==> config.mk <==
export PLATFORM = sky130hd
export DESIGN_NAME = fb_arbiter
export DESIGN_NICKNAME = d
export VERILOG_FILES = /design/src/rtl/fb_arbiter.sv
export SDC_FILE = /design/constraint.sdc
export NUM_CORES = 1
export LEC_CHECK = 0
export BUFFER_PORTS_ARGS = -buffer_cell sky130_fd_sc_hd__buf_4
export CORE_MARGIN = 10
export CORE_UTILIZATION = 50
export DETAILED_ROUTE_END_ITERATION = 16
export PLACE_DENSITY = 0.83
export RECOVER_POWER = 25
export SKIP_CTS_REPAIR_TIMING = 1
export SLEW_MARGIN = 20
export SYNTH_ARGS = -nofsm -noshare
export SYNTH_HDL_FRONTEND = slang
export SYNTH_SLANG_ARGS = --single-unit
==> constraint.sdc <==
create_clock -name clk -period 5.15 [get_ports clk]
set_clock_uncertainty 0.1 [all_clocks]
set_input_delay 0.2575 -clock clk [delete_from_list [all_inputs] [get_ports clk]]
set_output_delay 0.2575 -clock clk [all_outputs]
set_load 0.02 [all_outputs]
==> src/rtl/fb_arbiter.sv <==
`default_nettype none
// ============================================================================
//  Module   : fb_arbiter
//  Purpose  : Single-port framebuffer sharing between display scan-out and a
//             host read/write port, with sync/video delay alignment.
//  Revision : 1.0
// ============================================================================
module fb_arbiter #(
   parameter int DW          = 8,
   parameter int AW          = 17,
   parameter int H_ACT       = 640,
   parameter int V_ACT       = 480,
   parameter int SCALE_SHIFT = 1,
   parameter int FB_WORDS    = 76800
) (
   input  logic          clk,
   input  logic          reset,
   input  logic          p_tick,
   input  logic          video_on,
   input  logic          hsync_i,
   input  logic          vsync_i,
   input  logic [9:0]    pixel_x,
   input  logic [9:0]    pixel_y,
   input  logic          vblank_only,
   input  logic          host_req,
   input  logic          host_we,
   input  logic [AW-1:0] host_addr,
   input  logic [DW-1:0] host_wdata,
   output logic          host_ack,
   output logic [DW-1:0] host_rdata,
   output logic          host_rvalid,
   output logic          host_err,
   output logic [AW-1:0] mem_addr,
   output logic          mem_we,
   output logic [DW-1:0] mem_wdata,
   input  logic [DW-1:0] mem_rdata,
   output logic          hsync,
   output logic          vsync,
   output logic [DW-1:0] rgb,
   output logic          frame_start
);

   localparam logic [1:0]    c_TAG_NONE   = 2'd0;
   localparam logic [1:0]    c_TAG_DISP   = 2'd1;
   localparam logic [1:0]    c_TAG_HOST   = 2'd2;
   localparam logic [AW-1:0] c_LINE_WORDS = AW'(H_ACT >> SCALE_SHIFT);
   localparam logic [AW-1:0] c_FB_WORDS   = AW'(FB_WORDS);
   localparam logic [9:0]    c_V_ACT      = 10'(V_ACT);

   logic          w_disp;
   logic          w_host_win;
   logic          w_host_err;
   logic          w_host_ok;
   logic [AW-1:0] w_disp_addr;
   logic [1:0]    w_tag_next;

   logic [1:0]    r_tag;
   logic [AW-1:0] r_last_addr;
   logic [DW-1:0] r_rgb;
   logic [DW-1:0] r_rdata;
   logic          r_rvalid;
   logic          r_hs_d1, r_hs_d2;
   logic          r_vs_d1, r_vs_d2;
   logic          r_vid_d1, r_vid_d2;
   logic          r_fs_d1, r_fs_d2;

   // Grants are gated by reset so no ack or write escapes while held in reset.
   always_comb begin
      w_disp      = reset & p_tick & video_on;
      w_host_win  = reset & ~w_disp & host_req & (~vblank_only | (pixel_y >= c_V_ACT));
      w_host_err  = w_host_win & (host_addr >= c_FB_WORDS);
      w_host_ok   = w_host_win & ~w_host_err;
      w_disp_addr = AW'(pixel_y >> SCALE_SHIFT) * c_LINE_WORDS + AW'(pixel_x >> SCALE_SHIFT);

      w_tag_next = c_TAG_NONE;
      if (w_disp)
         w_tag_next = c_TAG_DISP;
      else if (w_host_ok && !host_we)
         w_tag_next = c_TAG_HOST;
   end

   always_comb begin
      mem_addr = r_last_addr;
      if (w_disp)
         mem_addr = w_disp_addr;
      else if (w_host_ok)
         mem_addr = host_addr;
   end

   assign mem_we    = w_host_ok & host_we;
   assign mem_wdata = host_wdata;
   assign host_ack  = w_host_win;
   assign host_err  = w_host_err;

   always_ff @(posedge clk or negedge reset) begin
      if (!reset) begin
         r_tag       <= c_TAG_NONE;
         r_last_addr <= '0;
         r_rgb       <= '0;
         r_rdata     <= '0;
         r_rvalid    <= 1'b0;
      end else begin
         r_tag    <= w_tag_next;
         r_rvalid <= (r_tag == c_TAG_HOST);
         if (w_disp || w_host_ok)
            r_last_addr <= mem_addr;
         if (r_tag == c_TAG_HOST)
            r_rdata <= mem_rdata;
         if (r_tag == c_TAG_DISP)
            r_rgb <= mem_rdata;
      end
   end

   // Two-stage delay matches the address-to-rgb latency of the RAM path.
   always_ff @(posedge clk or negedge reset) begin
      if (!reset) begin
         r_hs_d1  <= 1'b1;
         r_hs_d2  <= 1'b1;
         r_vs_d1  <= 1'b1;
         r_vs_d2  <= 1'b1;
         r_vid_d1 <= 1'b0;
         r_vid_d2 <= 1'b0;
         r_fs_d1  <= 1'b0;
         r_fs_d2  <= 1'b0;
      end else begin
         r_hs_d1  <= hsync_i;
         r_hs_d2  <= r_hs_d1;
         r_vs_d1  <= vsync_i;
         r_vs_d2  <= r_vs_d1;
         r_vid_d1 <= video_on;
         r_vid_d2 <= r_vid_d1;
         r_fs_d1  <= p_tick & (pixel_x == 10'd0) & (pixel_y == 10'd0);
         r_fs_d2  <= r_fs_d1;
      end
   end

   assign host_rdata  = r_rdata;
   assign host_rvalid = r_rvalid;
   assign hsync       = r_hs_d2;
   assign vsync       = r_vs_d2;
   assign frame_start = r_fs_d2;
   assign rgb         = r_vid_d2 ? r_rgb : '0;

endmodule
`default_nettype wire

; ---- Word-level counts from Yosys, hierarchy flattened
; Cells that the tools add are included.
[word_totals]
output_inout_bits = 48
regBits = 44
input_bits = 62
elab_cells = 43
[classes]
mux = 5
bitwise_logic = 14
n_mul = 1
reduce_logical = 5
order_cmp = 2
n_addsub = 1
n_eq_ne = 2
[op_table]
columns = op, n
row1 = 17-bit two-way mux, 2
row2 = 10-bit zero test, 2
row3 = 17-bit by 9-bit adder with 17-bit output, 1
row4 = 17-bit >= comparator (second input constant), 1
row5 = 9-bit by 3-bit multiplier with 11-bit output (second input constant), 1
row6 = 1-bit bitwise AND, 10
row7 = 10-bit by 9-bit >= comparator with 1-bit output (second input constant), 1
row8 = 8-bit two-way mux, 1
row9 = 2-bit two-way mux, 2
row10 = 1-bit NOT, 3
row11 = 2-bit by 1-bit equality test with 1-bit output (second input constant), 1
row12 = 2-bit equality test (second input constant), 1
row13 = 1-bit logical AND, 1
row14 = 1-bit zero test, 1
row15 = 1-bit logical OR, 1
row16 = 1-bit bitwise OR, 1

; ---- Longest topological paths before layout
[logic_depth]
depth_word = 12
depth_mapped = 9
mapped_depth_nobuf = 9

; ---- Worst setup path before layout
; OpenSTA, ideal clock, no wires.
[synth_path]
path_kind = in2out
start = input pixel_y[2]
end = output mem_addr[16]
t_required_ns = 4.793
arrival_time_ns = 2.872
stages = 9
path_buffers = 0
slack_ns = 1.920
cell_sequence = ha_1 > ha_1 > fa_1 > or4b_1 > nor4b_2 > a41oi_1 > a211oi_1 > xnor3_1 > o21ai_1
[synth_via]
elab_chain_cells = 8
word_cells_on_any_way = 10
cone_classes = add/sub (1) / mul (1) / order compare (1) / mux (2) / bitwise (5)
[synth_lines]
columns = item, line_no
row1 = from (decl), 23  ; input logic [9:0] pixel_y,
row2 = "parallel branches: the longest is 7 deep, another holds 17-bit by 9-bit adder with 17-bit output", --
row3 = 17-bit two-way mux *, 84  ; if (w_disp)
row4 = to (decl), 33  ; output logic [AW-1:0] mem_addr,
; Every way passes the cells marked *.

; ---- Worst setup path in the final report
[layout_path]
start = input pixel_y[2]
end = output mem_addr[14]
; The elaborated chain is that of the path after synthesis.

==> reports/summary.txt <==
Mapped cell area -> 2690 um2
Asr flop ratio synth -> 100%
Non-Filler Instances -> 423
Share of cells above drive strength 1 -> 36.3%
Placed Cells -> 411
Met3 WL -> 436 um
CP peak stage delay -> 0.46 ns
Power per Cell Area -> 322 nW/um2
Initial antenna violation count -> 0
Yosys warning count -> 0
Slew Viols, Final -> 0
Most used cell, CP -> a211oi_1
Initial core utilization -> 52.0%
Adder-cell area share of the yosys netlist -> 9.40%
Clock latency on the worst-skew pair -> 0.29 ns
Post-Synth Simple-Gate Area -> 17.2%
CP Max Fanout -> 5
Crit. End Element -> primary output
Hold Path End -> r_tag[1]$_DFF_PN0_
Register bit count reported by yosys -> 44
Placeable core area -> 5170 um2
Crit path kind -> in2out
Horiz. Die Dim -> 93.3 um
Crit path cell chain -> buf_4 > ha_1 > ha_1 > fa_1 > a211oi_1 > nor4_1 > a211oi_1 > a21oi_1 > a211oi_1 > a221o_1 > buf_4
Yosys top cell by area -> dfrtp_1
DRC violations left -> 0
Top-area cell type share of the netlist area -> 37.2%
Reg2Reg Depth -> 2
Unrepaired setup endpoints after global routing -> no
Post-synthesis sequential area ratio -> 41.1%
ANT nets after route -> 0
Min-delay src -> host_we
Row count -> 26
Final hold violations -> 0
Setup slack on the worst flop-to-flop path -> 3.63 ns
Pin count of the biggest net entering global routing -> 47
Ys flop type -> dfrtp_1
DRT Wirelength -> 6910 um
WL/cell -> 16.3 um
Syn avg cell area -> 10.2 um2
Final nets -> 433
Total negative setup slack -> 0 ns
Grt ovf -> 0
1st-iter DRT viols -> 197
Syn Inst Count -> 263
Post-synthesis xor/xnor area fraction -> 3.44%
Die height -> 93.3 um
Setup WS pre-CTS -> 1.63 ns
Reg2reg start -> r_tag[1]$_DFF_PN0_
EDFF count, synth -> 0
CTS root buf -> clkbuf_8
Max cap viols -> 0
Number of global-route vias before repair -> 2273
FF-to-FF End -> r_rgb[7]$_DFFE_PN0N_
Clock Sinks -> 44
Top cells by count, synth -> dfrtp_1, nand2_1, ha_1, mux2_2, a221o_1
Total CTS buffers -> 5
Final GP Congestion -> 0.929
H-tree depth -> 2
Syn nets -> 344
Vias per inst -> 5.52
Status -> finished clean
Dpl hpwl -> 5610 um
IO Count -> 110
IO Port Bufs -> 93
TritonCTS clock tree -> yes
Leak -> 1.73 nW
Synth unique cells -> 45
Slowest cell on the critical path -> fa_1
Mux cell area share after synthesis -> 7.07%
Worst slew margin -> 57.1%
GRT Resource Usage Total -> 15.5%
Most numerous cell in the Yosys netlist -> dfrtp_1
Dominant combinational cell family by area after synthesis -> simple AND/OR/NAND/NOR gates
CP Launch Type -> input port
Crit path time final -> 3.56 ns
Area contributors post-synth -> dfrtp_1, ha_1, mux2_2
Total number of vias -> 2334
Worst Hold Depth -> 2
Data required, critical path -> 4.79 ns
Filler cell count in the final layout -> 415
Endpoints failing setup -> 0
WL met1 -> 2930 um
Worst hold path type -> in2reg
Worst Tran Pin Value -> 0.641 ns
Period utilisation layout -> 69.2%
Met2 routed WL -> 3460 um
Reg clk slew, reported paths -> 0.08 ns
Synth Area in Compound Gates -> 16.6%
CTS max path bufs -> 2
Worst VDD drop -> 0.173 mV
Area growth, synth to finish -> 31.5%
First-pass GRT wire length -> 11200 um
Worst setup margin -> 1.59 ns
Die Area -> 8710 um2
Achievable frequency -> 281 MHz
Critical path arrival -> 3.21 ns
DR top layer -> met4
First-pass iteration count of the detailed router -> 4
Ant diodes -> 0
## placed cells by master (no fill, tap or decap), types with 3 or more instances in the layout
| cell | count |
|---|---|
| buf_4 | 92 |
| dfrtp_1 | 40 |
| nand2_1 | 30 |
| ha_1 | 17 |
| mux2_2 | 16 |
| a221o_1 | 13 |
| nor2_1 | 12 |
| o21ai_0 | 11 |
| and2_1 | 10 |
| a22oi_1 | 10 |
| inv_1 | 9 |
| a211oi_1 | 6 |
| nor4_1 | 6 |
| nor2b_1 | 5 |
| a21oi_1 | 5 |
| clkbuf_8 | 5 |
| nand3_1 | 4 |
| nor3_1 | 4 |
| a21o_1 | 4 |
| xor2_1 | 4 |
| xnor2_1 | 4 |
| dlygate4sd3_1 | 4 |
| dfstp_2 | 4 |
| clkbuf_1 | 3 |
## report_power, final
| part | switching [mW] | leakage [nW] | internal (mW) |
|---|---|---|---|
| registers | 0.0265 | 0.533 | 0.409 |
| logic | 0.235 | 1.14 | 0.211 |
| clock network | 0.113 | 0.0552 | 0.144 |
| total | 0.375 | 1.73 | 0.764 |
## worst max-delay path: cells and delay by family
| kind | cells | cell delay (ns) |
|---|---|---|
| adders and majority gates | 3 | 0.99 |
| and+or+nand+nor | 1 | 0.10 |
| AOI/OAI and AO/OA | 5 | 1.58 |
| buffers and inverters | 2 | 0.27 |
## registers in the layout, summed over array words and instances, names as in the netlist
register,flops
vsync,1
host_rvalid,1
r_hs_d1,1
r_vid_d2,1
r_fs_d1,1
r_rgb,8
r_tag,2
r_vs_d1,1
r_last_addr,17
hsync,1
r_vid_d1,1
host_rdata,8
frame_start,1
## stage by stage
| step | instance area [um2] | power, mW | util [%] | hold slack [ns] |
|---|---|---|---|---|
| 4_1_cts | 3500 | 1.15 | 67.7 | -0.129 |
| 3_3_place_gp | 3400 | 0.879 | 65.7 | 0.186 |
| 6_report | 3540 | 1.14 | 68.4 | 0.00929 |
| 3_5_place_dp | 3400 | 0.890 | 65.7 | 0.188 |
| 5_1_grt | 3540 | 1.21 | 68.4 | 0.00817 |
| 2_1_floorplan | 2690 | 0.716 | - | -0.138 |
## per-layer routing
layer | up-vias | global-route usage, %
li1 | 1135 | -
met1 | 1109 | 18.6
met2 | 81 | 26.9
met3 | 9 | 4.24
met4 | 0 | 3.47
met5 | - | 0
## how the worst max path moves through the flow
stage          startpoint      endpoint  slack, ns
3_5_place_dp   pixel_y[2]  mem_addr[16]       1.63
5_1_grt        pixel_y[2]  mem_addr[14]       1.45
2_1_floorplan  pixel_y[2]  mem_addr[16]       1.92
6_report       pixel_y[2]  mem_addr[14]       1.59
3_3_place_gp   pixel_y[2]  mem_addr[16]       1.74
4_1_cts        pixel_y[2]  mem_addr[14]       1.63
## kinds of logic (layout without fill, tap and decap cells)
family | count (synthesis) | in the layout
adders and majority gates | 19 | 19
and+or+nand+nor | 87 | 87
muxes | 17 | 17
xor gates and xnor gates | 9 | 9
DFF | 44 | 44
AOI/OAI and AO/OA | 60 | 60
buffers and inverters | 27 | 117
## layout make-up
cell class | count | area [um2] | share of cell area [%]
multi-input combinational | 192 | 1450 | 40.9
sequential | 44 | 1110 | 31.3
timing repair buffer | 100 | 753 | 21.3
tap | 70 | 87.6 | 2.48
clock buffer | 6 | 72.6 | 2.05
clock inverter | 2 | 35.0 | 0.991
inverter | 9 | 33.8 | 0.955
(Power assumes the default switching activity.)
